**config.mk**
```make
export PLATFORM = sky130hd
export DESIGN_NAME = snn_spike_readout
export DESIGN_NICKNAME = d
export VERILOG_FILES = /design/src/rtl/snn_readout_pkg.sv /design/src/rtl/snn_argmax_scan.sv /design/src/rtl/snn_spike_readout.sv
export SDC_FILE = /design/constraint.sdc
export NUM_CORES = 2
export LEC_CHECK = 0
export BUFFER_PORTS_ARGS = -buffer_cell sky130_fd_sc_hd__buf_2
export CORE_AREA = 5 5 338 257
export DETAILED_ROUTE_END_ITERATION = 8
export DIE_AREA = 0 0 343 262
export PLACE_DENSITY_LB_ADDON = 0.3
export SLEW_MARGIN = 20
export SYNTH_ARGS = -nofsm -noshare
export SYNTH_HDL_FRONTEND = slang
export SYNTH_SLANG_ARGS = --single-unit
```
**constraint.sdc**
```tcl
create_clock -name clk -period 4.5 [get_ports clk]
set_input_delay 0.9 -clock clk [delete_from_list [all_inputs] [get_ports clk]]
set_output_delay 0.9 -clock clk [all_outputs]
set_load 0.03 [all_outputs]
```
**src/rtl/snn_readout_pkg.sv**
```systemverilog
// Shared types and constants for the SNN spike readout: FSM state encoding,
// default spike-counter width and the total-spike accumulator width.
package snn_readout_pkg;

  typedef enum logic [1:0] {
    IDLE  = 2'd0,
    ACCUM = 2'd1,
    SCAN  = 2'd2,
    DONE  = 2'd3
  } state_t;

  localparam int DEFAULT_CW = 8;
  localparam int TOTAL_W    = 16;

endpackage : snn_readout_pkg

```
**src/rtl/snn_argmax_scan.sv**
```systemverilog
// Serial argmax: one (index, count) pair is offered per enabled cycle and the
// running best is replaced only on a strictly larger count.
module snn_argmax_scan
  import snn_readout_pkg::*;
#(
  parameter int N  = 96,
  parameter int CW = DEFAULT_CW
) (
  input  logic                 clk,
  input  logic                 rstn,
  input  logic                 clear_i,
  input  logic                 en_i,
  input  logic [$clog2(N)-1:0] idx_i,
  input  logic [CW-1:0]        count_i,
  // Best so far including the pair offered this cycle.
  output logic [$clog2(N)-1:0] best_idx_o,
  output logic [CW-1:0]        best_count_o
);

  logic [$clog2(N)-1:0] best_idx_q, best_idx_d;
  logic [CW-1:0]        best_count_q, best_count_d;

  // NOTE: every always_comb output gets a default first; a path that leaves
  // it unassigned would infer a latch.
  always_comb begin
    best_idx_d   = best_idx_q;
    best_count_d = best_count_q;
    if (en_i && (count_i > best_count_q)) begin
      best_idx_d   = idx_i;
      best_count_d = count_i;
    end
  end

  // NOTE: state registers use non-blocking assignments so every flop samples
  // pre-edge values regardless of block ordering.
  always_ff @(posedge clk or negedge rstn) begin
    if (!rstn) begin
      best_idx_q   <= '0;
      best_count_q <= '0;
    end else if (clear_i) begin
      best_idx_q   <= '0;
      best_count_q <= '0;
    end else begin
      best_idx_q   <= best_idx_d;
      best_count_q <= best_count_d;
    end
  end

  assign best_idx_o   = best_idx_d;
  assign best_count_o = best_count_d;

endmodule : snn_argmax_scan

```
**src/rtl/snn_spike_readout.sv**
```systemverilog
// Window-based spike readout: counts spikes per neuron over win_len steps, then
// serially picks the winner. Define SNN_READOUT_TOTAL_EN for a total-spike count.
module snn_spike_readout
  import snn_readout_pkg::*;
#(
  parameter int N  = 96,
  parameter int CW = DEFAULT_CW
) (
  input  logic                 clk,
  input  logic                 rstn,
  input  logic                 start,
  input  logic [15:0]          win_len,
  input  logic                 step_valid,
  input  logic [N-1:0]         spikes_vec,
  output logic                 out_valid,
  input  logic                 out_ready,
  output logic [$clog2(N)-1:0] class_idx,
  output logic [CW-1:0]        class_count,
  output logic                 out_empty,
  output logic                 busy,
  output logic [TOTAL_W-1:0]   total_count
);

  localparam int IW = $clog2(N);
  localparam logic [IW-1:0] LAST_IDX = IW'(N - 1);
  localparam logic [CW-1:0] CNT_MAX  = '1;

  state_t        state_q;
  logic [15:0]   win_q;
  logic [15:0]   step_cnt_q;
  logic [IW-1:0] scan_idx_q;
  logic [CW-1:0] cnt_q [N];
  logic          out_valid_q;
  logic [IW-1:0] class_idx_q;
  logic [CW-1:0] class_count_q;
  logic          out_empty_q;

  logic          clear;
  logic          accept;
  logic          last_step;
  logic          scan_en;
  logic          last_scan;
  logic [IW-1:0] best_idx_d;
  logic [CW-1:0] best_count_d;

  assign clear     = (state_q == IDLE) && start;
  assign accept    = (state_q == ACCUM) && step_valid;
  assign last_step = accept && ((step_cnt_q + 16'd1) == win_q);
  assign scan_en   = (state_q == SCAN);
  assign last_scan = scan_en && (scan_idx_q == LAST_IDX);

  // NOTE: the counter array is held in flops (not RAM) so it can take the
  // asynchronous reset; an abort mid-window must leave no stale counts.
  always_ff @(posedge clk or negedge rstn) begin
    if (!rstn) begin
      for (int n = 0; n < N; n++) cnt_q[n] <= '0;
    end else if (clear) begin
      for (int n = 0; n < N; n++) cnt_q[n] <= '0;
    end else if (accept) begin
      for (int n = 0; n < N; n++) begin
        if (spikes_vec[n] && (cnt_q[n] != CNT_MAX)) cnt_q[n] <= cnt_q[n] + CW'(1);
      end
    end
  end

  snn_argmax_scan #(
    .N  (N),
    .CW (CW)
  ) u_argmax (
    .clk          (clk),
    .rstn         (rstn),
    .clear_i      (clear),
    .en_i         (scan_en),
    .idx_i        (scan_idx_q),
    .count_i      (cnt_q[scan_idx_q]),
    .best_idx_o   (best_idx_d),
    .best_count_o (best_count_d)
  );

  always_ff @(posedge clk or negedge rstn) begin
    if (!rstn) begin
      state_q       <= IDLE;
      win_q         <= 16'd1;
      step_cnt_q    <= '0;
      scan_idx_q    <= '0;
      out_valid_q   <= 1'b0;
      class_idx_q   <= '0;
      class_count_q <= '0;
      out_empty_q   <= 1'b0;
    end else begin
      case (state_q)
        IDLE: begin
          if (start) begin
            win_q      <= (win_len == 16'd0) ? 16'd1 : win_len;
            step_cnt_q <= '0;
            scan_idx_q <= '0;
            state_q    <= ACCUM;
          end
        end
        ACCUM: begin
          if (step_valid) begin
            step_cnt_q <= step_cnt_q + 16'd1;
            if (last_step) state_q <= SCAN;
          end
        end
        SCAN: begin
          scan_idx_q <= scan_idx_q + IW'(1);
          // The last visit's comparison result is latched straight into the
          // output registers, so out_valid rises exactly N edges after the
          // final step.
          if (last_scan) begin
            scan_idx_q    <= '0;
            state_q       <= DONE;
            out_valid_q   <= 1'b1;
            class_idx_q   <= best_idx_d;
            class_count_q <= best_count_d;
            out_empty_q   <= (best_count_d == '0);
          end
        end
        DONE: begin
          if (out_ready) begin
            out_valid_q <= 1'b0;
            state_q     <= IDLE;
          end
        end
        default: state_q <= IDLE;
      endcase
    end
  end

  assign out_valid   = out_valid_q;
  assign class_idx   = class_idx_q;
  assign class_count = class_count_q;
  assign out_empty   = out_empty_q;
  assign busy        = (state_q != IDLE);

`ifdef SNN_READOUT_TOTAL_EN
  localparam int PW = $clog2(N + 1);

  logic [PW-1:0]      pop;
  logic [TOTAL_W:0]   total_sum;
  logic [TOTAL_W-1:0] total_q;
  logic [TOTAL_W-1:0] total_out_q;

  always_comb begin
    pop = '0;
    for (int n = 0; n < N; n++) pop = pop + PW'(spikes_vec[n]);
  end

  assign total_sum = {1'b0, total_q} + (TOTAL_W + 1)'(pop);

  always_ff @(posedge clk or negedge rstn) begin
    if (!rstn) begin
      total_q     <= '0;
      total_out_q <= '0;
    end else begin
      if (clear) begin
        total_q <= '0;
      end else if (accept) begin
        total_q <= total_sum[TOTAL_W] ? '1 : total_sum[TOTAL_W-1:0];
      end
      if (last_scan) total_out_q <= total_q;
    end
  end

  assign total_count = total_out_q;
`else
  assign total_count = '0;
`endif

endmodule : snn_spike_readout

```
==> metrics.md <==
| Metric | Value |
|---|---|
| Placer Congestion | `0.9702` |
| Final Hold Vio Count | `0` |
| Main flop type after synthesis | `dfrtp_1` |
| Share of layout cells above drive strength 1 | `0.1380` |
| Compound-gate portion of the synthesized area | `0.09105` |
| Final hold slack | `roughly 0.34 ns` |
| Met2 routed WL | `57270 um` |
| Part of the power in registers | `0.402` |
| Clock share of power | `0.309` |
| Combinational group share of total power | `0.289` |
| Buffers on Ports | `134` |
| Clk_skew | `between 0.03 and 0.04 ns` |
| Number of synthesized flops with an enable pin | `0` |
| Maximum net fanout on the critical path | `18` |
| Sequential share of the synthesized area | `0.4468` |
| Main combinational cell family by area after synthesis | `simple AND/OR/NAND/NOR gates` |
| Synth Warn # | `0` |
| First-pass GRT wire length | `between 200000 and 250000 um` |
| Final Net Count | `approximately 5300` |
| Max_cap viols | `0` |
| Die W | `343 um` |
| WS Path Type | `flip-flop to flip-flop` |
| Sw power | `8284 uW` |
| Cell Int Power | `15620 uW` |
| Switch share | `0.3465` |
| RSZ-0062 raised after global routing | `yes` |
| Mapped Cells | `between 4000 and 5000` |
| Crit path arrival time | `5.15 ns` |
| GRT overflow | `0` |
| CTS buffer count | `86` |
| Clk Latency, worst-skew pair | `around 0.67 ns` |
| XOR/XNOR Fraction of Synth Area | `0.09947` |
| Number of global-route vias before repair | `35990` |
| Post-layout minimum cycle time | `4.595 ns` |
| Detailed-route via count | `38700` |
| Worst path max stage delay | `0.57 ns` |
| Synth Register Bits | `841` |
| Final instance area | `53710 um2` |
| Top area cells in the synthesized netlist | `dfrtp_1 45%, xor2_1 6.7%, nor2_1 6.6%, mux4_2 5.8%, mux2i_1 4.8%` |
| H-tree levels | `3` |
| Distinct cells, synth | `75` |
| Met3 routed WL | `approximately 15000 um` |
| Fin crit share | `1.021` |
| Dpl ws | `-0.3567 ns` |
| Worst slew pin tran | `1.095 ns` |
| Rows | `92` |
| Mux share of post-synthesis cell area | `0.1116` |
| M1 WL | `around 60000 um` |
| Worst setup SP type | `flip-flop` |
| Top cells by count, synth | `840 x dfrtp_1, 825 x nor2_1, 439 x nand2_1` |
| GRT Overall Usage | `0.2960` |
| Area share of the largest cell type after synthesis | `0.4462` |
| Syn_area_per_cell | `roughly 9.7 um2` |
| WL final | `135800 um` |
| Final max-slew violation count | `0` |
| Top Ports | `about 150` |
| Worst Hold Class | `input pin to asynchronous set/reset pin` |
| TritonCTS clock tree | `yes` |
| Worst vdd ir | `0.3607 mV` |
| Most frequent cell after synthesis | `dfrtp_1` |
| Clk buf depth | `3` |
| Initial antenna violation count | `2` |
| Cell mode on critical path | `buf_4` |
| # clock sinks | `between 800 and 900` |
| Detailed placement HPWL | `96590 um` |
| P&R area growth vs syn | `14.02%` |
| Slew HR | `0.2702` |
| Power Density | `445.1 nW/um2` |
| Cell Area, Synth | `~47000 um2` |
| Top sig layer | `met5` |
| Setup violations, final | `1` |
| Die area | `89870 um2` |
| Vias per cell | `6.154` |
| Clk pin slew, worst setup/hold paths | `0.06 ns` |
| Synth area leader | `dfrtp_1` |
| Routed Antenna Nets | `0` |
| CP Capture Type | `flip-flop` |
| CP max stage cell | `or3b_4` |
| Drt wl/cell | `21.59 um` |
| Adder-cell share of the synthesized area | `0.02948` |
| Leakage | `0.02370 uW` |
| Total core area | `83220 um2` |
| Failing checks | `negative setup slack` |
| Initial core utilization | `0.5660` |
| Clock Root Buffer | `clkbuf_16` |
| Status | `complete, but fails checks` |
| Post-CTS Hold Buffers | `0` |
| Drt pass-1 iters | `6` |
| Simple-gate share of the synthesized area | `0.1904` |
| Initial DRC Count | `4399` |
| Placed inst area | `between 50000 and 60000 um2` |
| WP data required | `5.05 ns` |
| Largest net degree at the start of global routing | `about 170` |
| Design Power | `23910 uW` |
| Post-route DRC | `0` |
| PnR worst setup slack | `-0.09478 ns` |
| Async SR Flop Fraction | `1.000` |
| CP Cell Sequence | `buf_4 > or3b_4 > buf_4 > o221ai_1 > a21oi_1 > o21ai_0 > a221o_1 > ha_1 > nor2b_1 > o21a_1 > o21ai_2 > a211oi_2 > or2_4 > mux2i_2 > or4b_4 > o41ai_4` |
| Chip Height | `262 um` |
| Fmax | `between 0.2 and 0.25 GHz` |
-- placed cells by master, fill, tap and decap left out, drive strengths merged, types with 5 or more instances in the layout --
| master | count |
|---|---|
| o211ai | 56 |
| a22oi | 20 |
| or3 | 164 |
| and2 | 19 |
| mux2 | 23 |
| a2111oi | 17 |
| o41ai | 6 |
| nor4 | 13 |
| xnor2 | 175 |
| nand3 | 222 |
| mux2i | 227 |
| a221oi | 5 |
| xor2 | 360 |
| a21o | 5 |
| a31oi | 12 |
| o311ai | 21 |
| clkbuf | 130 |
| o211a | 17 |
| and3 | 32 |
| ha | 111 |
| nor3 | 15 |
| a21oi | 205 |
| o22ai | 24 |
| nor2b | 20 |
| a211oi | 11 |
| a22o | 7 |
| clkinv | 20 |
| mux4 | 121 |
| nand2 | 439 |
| buf | 354 |
| inv | 102 |
| nor2 | 825 |
| dfrtp | 840 |
| o21ai | 221 |
| conb | 16 |
| nand4 | 212 |
| o2111ai | 6 |
| o221ai | 27 |
| o31ai | 9 |
-- state kept, by name (all words and copies together) (netlist names) --
register               flops
scan_idx_q                 7
u_argmax.best_count_q      8
cnt_q                    768
step_cnt_q                16
class_count                8
class_idx                  7
win_q                     16
out_valid                  1
out_empty                  1
u_argmax.best_idx_q        7
state_q                    2
-- through the flow --
stage	utilization	instances	TNS [ns]
6_report	0.6454	6289	-0.09478
5_1_grt	0.6453	6288	-0.2153
4_1_cts	0.6384	6267	0
3_5_place_dp	0.6020	6109	-2.756
3_3_place_gp	0.6020	6109	-0.8866
2_1_floorplan	-	4876	0
-- cells by family after synthesis --
kind of cell,count (synthesis)
AND/OR/NAND/NOR,1980
flip-flops,841
AO/OA/AOI/OAI,693
XOR/XNOR,535
multiplexers,371
buffers and inverters,329
adder cells (fa/ha/maj),111
other,1
-- worst paths after layout --
path | start | endpoint | slack [ns] | depth (start not counted)
max | scan_idx_q[0]$_DFFE_PN0P_ | out_empty$_DFFE_PN0P_ | -0.09 | 16
min | rstn | cnt_q[122]$_DFFE_PN0P_ | 0.34 | 1
max reg2reg | scan_idx_q[0]$_DFFE_PN0P_ | out_empty$_DFFE_PN0P_ | -0.09 | 16
min reg2reg | class_idx[2]$_DFFE_PN0P_ | class_idx[2]$_DFFE_PN0P_ | 0.48 | 2
max in group asynchronous | rstn | cnt_q[578]$_DFFE_PN0P_ | 3.05 | 2
min in group clk | win_len[4] | win_q[4]$_DFFE_PN0P_ | 0.45 | 3
-- area by class of cell --
cell class	count	area (um2)
fillers	6544	29510
flip-flops and latches	841	21060
inverters	101	379.1
clock buffers	126	2638
diodes	1	2.502
clock inverters	28	270.3
repair buffers	358	2945
well taps	1128	1411
multi-input cells	3706	25010
-- power groups by stage --
stage / clock network (uW) / registers [uW] / logic (uW)
floorplan: 0 / 9300 / 4430
global placement: 0 / 9680 / 6240
detailed placement: 0 / 9710 / 6420
CTS: 7460 / 9590 / 6510
global route: 7770 / 9720 / 7520
finish: 7380 / 9610 / 6920
-- critical path, delay by kind of cell, from the launching register on --
family | cells | cell delay (ns)
buffers and inverters | 2 | 0.42
muxes | 1 | 0.19
adders and majority gates | 1 | 0.25
and+or+nand+nor | 4 | 1.48
AOI/OAI and AO/OA | 8 | 1.63
DFF | 1 | 0.49
-- timing repair --
| item | in CTS | in global routing |
|---|---|---|
| endpoints found under the setup margin | 28 | 16 |
| gates cloned | 0 | 4 |
| pin swaps | 3 | 14 |
| buffers inserted | 5 | 17 |
| resized for setup | 22 | 63 |
-- routing by layer --
metal / track usage / vias up
met5: 0 / -
met4: 0.07562 / 4
met2: 0.4185 / 1698
met1: 0.4557 / 19110
li1: - / 17660
met3: 0.07611 / 224
Power figures use the tool's default switching activity.
